$ cat config.mk
export PLATFORM = sky130hd
export DESIGN_NAME = pnr_trigger_sequencer
export DESIGN_NICKNAME = d
export VERILOG_FILES = /design/src/rtl/pnr_trigger_sequencer.sv
export SDC_FILE = /design/constraint.sdc
export NUM_CORES = 1
export LEC_CHECK = 0
export BUFFER_PORTS_ARGS = -buffer_cell sky130_fd_sc_hd__buf_4
export CORE_AREA = 2 2 119 121
export DETAILED_ROUTE_END_ITERATION = 10
export DIE_AREA = 0 0 121 123
export GPL_ROUTABILITY_DRIVEN = 0
export GPL_TIMING_DRIVEN = 0
export PLACE_DENSITY = 0.69
export SLEW_MARGIN = 5
export SYNTH_ARGS = -nofsm -noshare
export SYNTH_HDL_FRONTEND = slang
export SYNTH_SLANG_ARGS = --single-unit
$ cat constraint.sdc
create_clock -name ADC_CLK -period 5.2 [get_ports ADC_CLK]
set_input_delay 0.26 -clock ADC_CLK [delete_from_list [all_inputs] [get_ports ADC_CLK]]
set_output_delay 0.26 -clock ADC_CLK [all_outputs]
set_load 0.02 [all_outputs]
$ cat src/rtl/pnr_trigger_sequencer.sv
// ---------------------------------------------------------------------------
// pnr_trigger_sequencer
//
// Turns an asynchronous detector trigger into the strobe sequence that the
// photon-number-resolving comparator core needs. For each accepted trigger:
//   clear strobe -> programmable delay -> latch strobe -> two settle cycles
//   (result_valid_o on the second) -> programmable holdoff -> idle again.
// It also keeps saturating counts of accepted and missed triggers.
//
// Ports
//   ADC_CLK         ADC sample clock, the only clock
//   rstn_i          asynchronous active-low reset
//   enable_i        arms the sequencer (level)
//   ext_trig_i      external trigger, asynchronous to ADC_CLK
//   delay_i         cycles from clear strobe to latch strobe (0 acts as 1)
//   holdoff_i       dead cycles after the settle window
//   cnt_clr_i       synchronous clear of both statistics counters
//   clear_o         one-cycle clear strobe to the PNR core
//   latch_o         one-cycle latch strobe to the PNR core
//   result_valid_o  one-cycle pulse two cycles after latch_o
//   busy_o          high whenever the FSM is not idle
//   state_o         raw FSM state for debug readout
//   trig_cnt_o      accepted-trigger count (saturating)
//   miss_cnt_o      rejected-trigger count (saturating)
//
// Every output is either a register or a decode of registered state, so
// there is no combinational path from any input to any output.
// ---------------------------------------------------------------------------
module pnr_trigger_sequencer #(
  parameter int DLY_W = 16,
  parameter int CNT_W = 32
) (
  input  logic             ADC_CLK,
  input  logic             rstn_i,
  input  logic             enable_i,
  input  logic             ext_trig_i,
  input  logic [DLY_W-1:0] delay_i,
  input  logic [DLY_W-1:0] holdoff_i,
  input  logic             cnt_clr_i,
  output logic             clear_o,
  output logic             latch_o,
  output logic             result_valid_o,
  output logic             busy_o,
  output logic [2:0]       state_o,
  output logic [CNT_W-1:0] trig_cnt_o,
  output logic [CNT_W-1:0] miss_cnt_o
);

  // Encoding is visible on state_o, so the values are fixed explicitly.
  typedef enum logic [2:0] {
    ST_IDLE  = 3'd0,
    ST_CLEAR = 3'd1,
    ST_WAIT  = 3'd2,
    ST_LATCH = 3'd3,
    ST_HOLD  = 3'd4,
    ST_POST  = 3'd5
  } state_t;

  localparam logic [DLY_W-1:0] DLY_ONE = {{(DLY_W-1){1'b0}}, 1'b1};
  localparam logic [CNT_W-1:0] CNT_ONE = {{(CNT_W-1){1'b0}}, 1'b1};

  state_t           state_q, state_d;
  logic [DLY_W-1:0] cnt_q, cnt_d;
  logic [DLY_W-1:0] dly_q, dly_d;
  logic [DLY_W-1:0] hold_q, hold_d;
  logic [DLY_W-1:0] dly_eff;

  logic sync1_q, sync2_q, prev_q, rise_q;
  logic accept;
  logic trig_evt, miss_evt;

  logic [CNT_W-1:0] trig_cnt_q, miss_cnt_q;

  // Trigger front end: two metastability flops, then an edge detector whose
  // result is registered so the FSM only ever sees a clean one-cycle event.
  // A trigger held high therefore produces a single event.
  always_ff @(posedge ADC_CLK or negedge rstn_i) begin
    if (!rstn_i) begin
      sync1_q <= 1'b0;
      sync2_q <= 1'b0;
      prev_q  <= 1'b0;
      rise_q  <= 1'b0;
    end else begin
      sync1_q <= ext_trig_i;
      sync2_q <= sync1_q;
      prev_q  <= sync2_q;
      rise_q  <= sync2_q & ~prev_q;
    end
  end

  // State, shared down-counter and the shadowed configuration. delay_i and
  // holdoff_i are only captured when a trigger is accepted, so software can
  // rewrite them at any time without disturbing a sequence in flight.
  always_ff @(posedge ADC_CLK or negedge rstn_i) begin
    if (!rstn_i) begin
      state_q <= ST_IDLE;
      cnt_q   <= '0;
      dly_q   <= '0;
      hold_q  <= '0;
    end else begin
      state_q <= state_d;
      cnt_q   <= cnt_d;
      dly_q   <= dly_d;
      hold_q  <= hold_d;
    end
  end

  // Next-state logic. One counter serves the delay, settle and holdoff
  // windows since only one of them is ever active.
  //
  // Delay: latch_o must land exactly max(delay,1) cycles after clear_o.
  // CLEAR itself is one of those cycles, so WAIT lasts max(delay,1)-1
  // cycles; WAIT is skipped entirely when the effective delay is 1.
  //
  // Settle: POST runs for two cycles (counter 1 then 0), result_valid_o is
  // asserted on the second.
  //
  // Holdoff: HOLD lasts holdoff+1 cycles, so holdoff 0 still passes through
  // HOLD once.
  always_comb begin
    state_d  = state_q;
    cnt_d    = cnt_q;
    dly_d    = dly_q;
    hold_d   = hold_q;
    accept   = 1'b0;
    dly_eff  = (dly_q == '0) ? DLY_ONE : dly_q;

    case (state_q)
      ST_IDLE: begin
        if (rise_q && enable_i) begin
          accept  = 1'b1;
          state_d = ST_CLEAR;
          dly_d   = delay_i;
          hold_d  = holdoff_i;
        end
      end

      ST_CLEAR: begin
        cnt_d = dly_eff - DLY_ONE;
        if (dly_eff == DLY_ONE) begin
          state_d = ST_LATCH;
        end else begin
          state_d = ST_WAIT;
        end
      end

      ST_WAIT: begin
        cnt_d = cnt_q - DLY_ONE;
        if (cnt_q <= DLY_ONE) begin
          state_d = ST_LATCH;
        end
      end

      ST_LATCH: begin
        cnt_d   = DLY_ONE;
        state_d = ST_POST;
      end

      ST_POST: begin
        if (cnt_q == '0) begin
          state_d = ST_HOLD;
          cnt_d   = hold_q;
        end else begin
          cnt_d = cnt_q - DLY_ONE;
        end
      end

      ST_HOLD: begin
        if (cnt_q == '0) begin
          state_d = ST_IDLE;
        end else begin
          cnt_d = cnt_q - DLY_ONE;
        end
      end

      default: begin
        state_d = ST_IDLE;
        cnt_d   = '0;
      end
    endcase
  end

  // Strobes are pure decodes of the registered state, which makes them
  // mutually exclusive, one cycle wide, and forced low the instant reset
  // asserts.
  always_comb begin
    clear_o        = (state_q == ST_CLEAR);
    latch_o        = (state_q == ST_LATCH);
    result_valid_o = (state_q == ST_POST) && (cnt_q == '0);
    busy_o         = (state_q != ST_IDLE);
    state_o        = state_q;
  end

  // A trigger counts as accepted once its CLEAR cycle is issued. Any rise
  // the FSM does not take (disabled, or not idle) is a miss.
  assign trig_evt = (state_q == ST_CLEAR);
  assign miss_evt = rise_q & ~accept;

  // Statistics counters: saturate at all-ones, and a clear wins over an
  // increment arriving on the same edge.
  always_ff @(posedge ADC_CLK or negedge rstn_i) begin
    if (!rstn_i) begin
      trig_cnt_q <= '0;
      miss_cnt_q <= '0;
    end else if (cnt_clr_i) begin
      trig_cnt_q <= '0;
      miss_cnt_q <= '0;
    end else begin
      if (trig_evt && (trig_cnt_q != '1)) begin
        trig_cnt_q <= trig_cnt_q + CNT_ONE;
      end
      if (miss_evt && (miss_cnt_q != '1)) begin
        miss_cnt_q <= miss_cnt_q + CNT_ONE;
      end
    end
  end

  assign trig_cnt_o = trig_cnt_q;
  assign miss_cnt_o = miss_cnt_q;

endmodule

After elaboration in Yosys (flattened, before gate mapping):

Cells that the tools add are included.

* flip-flop bits (word level): 119
* latch bits: 0
* memory bits (writable): 0
* memory bits (read-only): 0
* input port bits: 37
* output and inout bits: 71
* logic and storage cells: 62
* memories kept: 0

* add/sub/neg operators: 4
* multiply operators: 0
* div/mod/pow operators: 0
* $lt $le $gt $ge: 1
* equal/unequal tests: 13
* shifts and indexed selects: 0
* muxes and demuxes: 16
* bitwise gates (word level): 5
* reduce and logical (&&, ||, !) cells: 13

Operators with widths (number)
* $mux W32: 4
* $pmux W16 S6: 1
* $add A32 B1 Y32 const B: 2
* $ne A32 B32 Y1 const B: 2
* $mux W16: 3
* $logic_not A16 Y1: 2
* $sub A16 B1 Y16 const B: 2
* $pmux W3 S6: 1
* $eq A16 B1 Y1 const B: 1
* $le A16 B1 Y1 const B: 1
* $mux W3: 4
* $ne A2 B2 Y1 const B: 5
* $eq A3 B2 Y1 const B: 2
* $eq A3 B3 Y1 const B: 2
* $logic_and A1 B1 Y1: 4
* $reduce_and A2 Y1: 2
* $reduce_and A4 Y1: 1
* $reduce_bool A2 Y1: 2
* $eq A3 B1 Y1 const B: 1
* $logic_not A3 Y1: 1
* $mux W1: 3
* $not A1 Y1: 3
* $reduce_bool A3 Y1: 1
* $and A1 B1 Y1: 2

Logic depth before layout (Yosys ltp):

* depth after elaboration: 8
* mapped depth: 11
* mapped depth without buffers: 11

Worst setup path before layout:

Ideal clock, no wire load.

* kind: flip-flop to flip-flop
* from: register dly_q[4]
* to: register cnt_q[12]
* setup time: 0.135 ns
* arrival: 2.443 ns
* required time: 5.065 ns
* slack: 2.621 ns
* stages on the path, launching flop included: 12
* path buffers: 0
* clock period less this slack: 2.579 ns
* cells stage by stage: dfrtp_1 nor4_1 and4b_1 a21o_1 inv_1 ha_1 nor3b_1 nand3_1 xor2_1 nor2_1 a221oi_1 o22ai_1

* cells in the longest elaborated chain, start to end: 4

RTL lines
* start, declared: RTL line 64 `logic [DLY_W-1:0] dly_q, dly_d;`
* start signal, assigned: RTL line 103 `dly_q <= dly_d;`
* $logic_not A16 Y1: RTL line 126 `dly_eff = (dly_q == '0) ? DLY_ONE : dly_q;`
* $mux W16 *: RTL line 126
* $sub A16 B1 Y16 *: RTL line 139 `cnt_d = dly_eff - DLY_ONE;`
* $pmux W16 S6 *: RTL line 128 `case (state_q)`
* end signal, assigned: RTL line 102 `cnt_q <= cnt_d;`
* end, declared: RTL line 63 `logic [DLY_W-1:0] cnt_q, cnt_d;`

Every way passes the cells marked *; elsewhere a longest branch is shown, timed or not.
A chain may end at the register's enable or synchronous reset.

Final worst setup path:

* from: register dly_q[4]
* to: register cnt_q[10]

The elaborated chain is that of the path after synthesis.

==> run summary <==
The flow ran to the end, and the final reports show no timing, DRC or antenna violations. The clock tree skew after final layout is 0.007820 ns. The share of final-layout standard cells stronger than drive strength 1 is 0.2379.

The synthesized-area fraction occupied by and/or/nand/nor cells came out at 0.2564. The max-capacitance violation count is 0. The total negative slack came out at 0 ns. The kind of critical path is reg2reg.

In this run the static leakage power is 3.671 nW. The share of the Yosys chip area taken by registers is 0.4579. Of the total synthesized cell area, the portion taken by full adders, half adders and majority gates is 0.01347. The area fraction of the dominant cell type after synthesis came out at 0.4579.

The number of port buffers came out at 107. The max-slew headroom at the worst pin is 0.2582. The actual transition at the worst max-transition pin is 1.102 ns. The pin count of the biggest net entering global routing is 84. The routed design could run at a clock period as short as 3.077 ns. The number of standard cells in the final layout excluding fillers is 1004. For this configuration, the core starts out at a cell density of 0.4778. The y dimension of the die is 123 microns. 108 I/O pins were placed. The tightest hold margin came out at 0.05856 ns.

The number of failing setup endpoints in the final timing report is 0. The remaining global-route overflow came out at 0. The combinational family with the most area after synthesis is simple AND/OR/NAND/NOR gates. Including well taps, the total number of placed cells is 970. The pre-CTS setup slack is 2.201 ns.

Setup repair after global routing left no endpoint under its margin. The worst setup path is captured at a register. The final critical-path setup slack is 2.123 ns. The number of hold violations in the final report is 0. The net count after synthesis came out at 726. Across the VDD grid, the largest voltage drop is 0.1982 mV.

In this run the cell area measured after placement is 7564 sq um. The synthesized cell area came out at 6504 sq um. By count the netlist is led by dfrtp_1, nor2_1, nand2_1. The Yosys step of the flow raised 0 warnings. Once the clock tree was built, the resizer swapped 0 gates to a different size. The overall routing resource usage is 0.2454. The maximum fanout encountered on the critical timing path came out at 7. The longest clock path from root to sink contains 2 buffers. The total detailed-routing wirelength is 17.67 mm. The count of standard-cell rows came out at 43. The post-synthesis compound-gate area fraction is 0.09792.

By area the synthesized netlist is led by dfrtp_1, mux2_2, nor2_1, xor2_1, xnor2_1. The signal arrival time at the worst endpoint came out at 3.36 ns. Of the total synthesized cell area, the portion taken by XOR and XNOR cells is 0.08753. The clock insertion delay at the later pin of the skew report is 0.42 ns. The vias after detailed routing came out at 5878. In the finished design, the share of the clock period the worst path needs comes to 0.5918. The average cell area after synthesis is 9.536 sq um. The wire length of the first global-routing pass came out at 28.70 mm. The number of detailed-routing iterations run before antenna repair came out at 7. The number of synthesized flops with an enable pin came out at 0.

The total DRC errors in the routed layout came out at 0. The ratio of total power to cell area is 271.8 nW/um^2. The HPWL after detailed placement came out at 12.71 mm. The via count of the first global-routing pass is 5844. The number of pins exceeding their max-slew limit in the final report is 0. The most common cell in the synthesized netlist is dfrtp_1. The TritonCTS clock tree is built. The number of sinks on the clock net is 119.

The share of async-settable or async-resettable flops after synthesis came out at 1.000. The largest area contributor in the synthesized netlist is dfrtp_1. The number of buffers inserted for hold repair after clock tree synthesis came out at 2. The path type of the worst min-delay path is in2reg. The clock-pin slew reported for the worst setup and hold paths after clock tree synthesis is 0.06 ns. In this run, synthesis produced a sequential element count of 119.

Data on the critical path is required at its endpoint by 5.48 ns. The width of the chip is 121 microns. The overall power of the completed layout came out at 2.232 mW.

The post-route cell area is 8209 sq um. The number of antenna violations at the first check in global routing is 0. The placeable core region came out at 13610 sq um. The residual antenna-violating net count after detailed routing came out at 0.

Clock tree synthesis inserted a total of 17 buffers. In the final design database the tool counted 855 nets. The number of H-tree levels is 4. The mean number of vias per cell came out at 5.855. In the synthesized netlist, the number of instances is 682.

The per-cell routed wire length is 17.60 microns. The multiplexer area fraction after synthesis is 0.06195. Buffers added to address setup during post-CTS repair amount to 0. The clock root buffer is clkbuf_16. The worst setup path is launched from a register. The die outline area came out at 14880 sq um. The violation count after the first detailed-route iteration came out at 389.

The area overhead of the layout relative to synthesis came out at 26.22%. The post-route core utilization came out at 0.6031. Among all flip-flop cells after synthesis, the most frequent one is dfrtp_1. The repair_antennas step left the layout with diodes totalling 0. Yosys mapped the design onto 58 distinct sky130hd cell types. The maximum clock rate came out at 325.0 MHz.
-- cell families after synthesis --
kind of cell    Yosys count
mux                      36
compound gates           97
flops                   119
xor+xnor                 65
buf+inv                  39
simple gates            319
fa+ha+maj                 7
-- cells in the final DEF, fill, tap and decap left out, drive strengths merged, types with 5 or more instances in the layout --
| cell | count |
|---|---|
| a21oi | 22 |
| a221oi | 8 |
| a22oi | 5 |
| a31oi | 5 |
| and2 | 6 |
| and3 | 14 |
| and4 | 5 |
| buf | 113 |
| clkbuf | 45 |
| dfrtp | 119 |
| ha | 7 |
| inv | 13 |
| mux2 | 34 |
| nand2 | 42 |
| nand3 | 32 |
| nand4 | 38 |
| nor2 | 99 |
| nor2b | 10 |
| nor3 | 27 |
| nor4 | 14 |
| o21ai | 26 |
| o22ai | 5 |
| or2 | 5 |
| or4 | 10 |
| xnor2 | 28 |
| xor2 | 37 |
-- cell type report --
class	count	area, sq um
fillers	1190	5403
multi-input cells	524	3364
flip-flops and latches	119	2978
repair buffers	110	854.6
clock buffers	22	484.2
well taps	180	225.2
clock inverters	10	141.4
plain buffers	28	120.1
inverters	11	41.29
-- critical path, stage by stage (launching register included) --
cell and delay [ns]:
dfrtp_1 0.47, nor4_1 0.17, and4b_1 0.26, a21o_1 0.18, inv_1 0.08, ha_1 0.18
nor3b_1 0.57, nand2_1 0.17, or3_1 0.37, xnor2_1 0.15, a22oi_1 0.20, o211ai_1 0.14
-- final timing paths --
check	slack, ns	from	endpoint	cells past startpoint
worst max register to register	2.12	dly_q[4]	cnt_q[10]	11
worst min register to register	0.36	sync1_q	sync2_q	0
worst min-delay path	0.06	delay_i[7]	dly_q[7]	3
min in group asynchronous	0.31	rstn_i	dly_q[1]	2
worst max-delay path	2.12	dly_q[4]	cnt_q[10]	11
max in group asynchronous	4.17	rstn_i	miss_cnt_o[17]	3
-- state kept, by name (all words and copies together) (netlist names) --
| name | count |
|---|---|
| cnt_q | 16 |
| dly_q | 16 |
| hold_q | 16 |
| miss_cnt_o | 32 |
| prev_q | 1 |
| rise_q | 1 |
| state_o | 3 |
| sync1_q | 1 |
| sync2_q | 1 |
| trig_cnt_o | 32 |
-- per-layer routing --
metal | up-vias | share of wire | GRT usage
met1 | 2887 | 0.41 | 0.2914
met5 | - | 0 | 0
li1 | 2724 | - | -
met2 | 222 | 0.49 | 0.4192
met3 | 45 | 0.067 | 0.06780
met4 | 0 | 0.029 | 0.1054
-- power by group --
part           total, mW  leakage, nW  switching [mW]  internal (mW)
Clock               1.24        0.303           0.431          0.806
Sequential         0.931         1.62         0.00180          0.929
Combinational     0.0638         1.74          0.0385         0.0253
Total               2.23         3.67           0.471           1.76
Note: power is estimated with default switching activity, not from simulation.
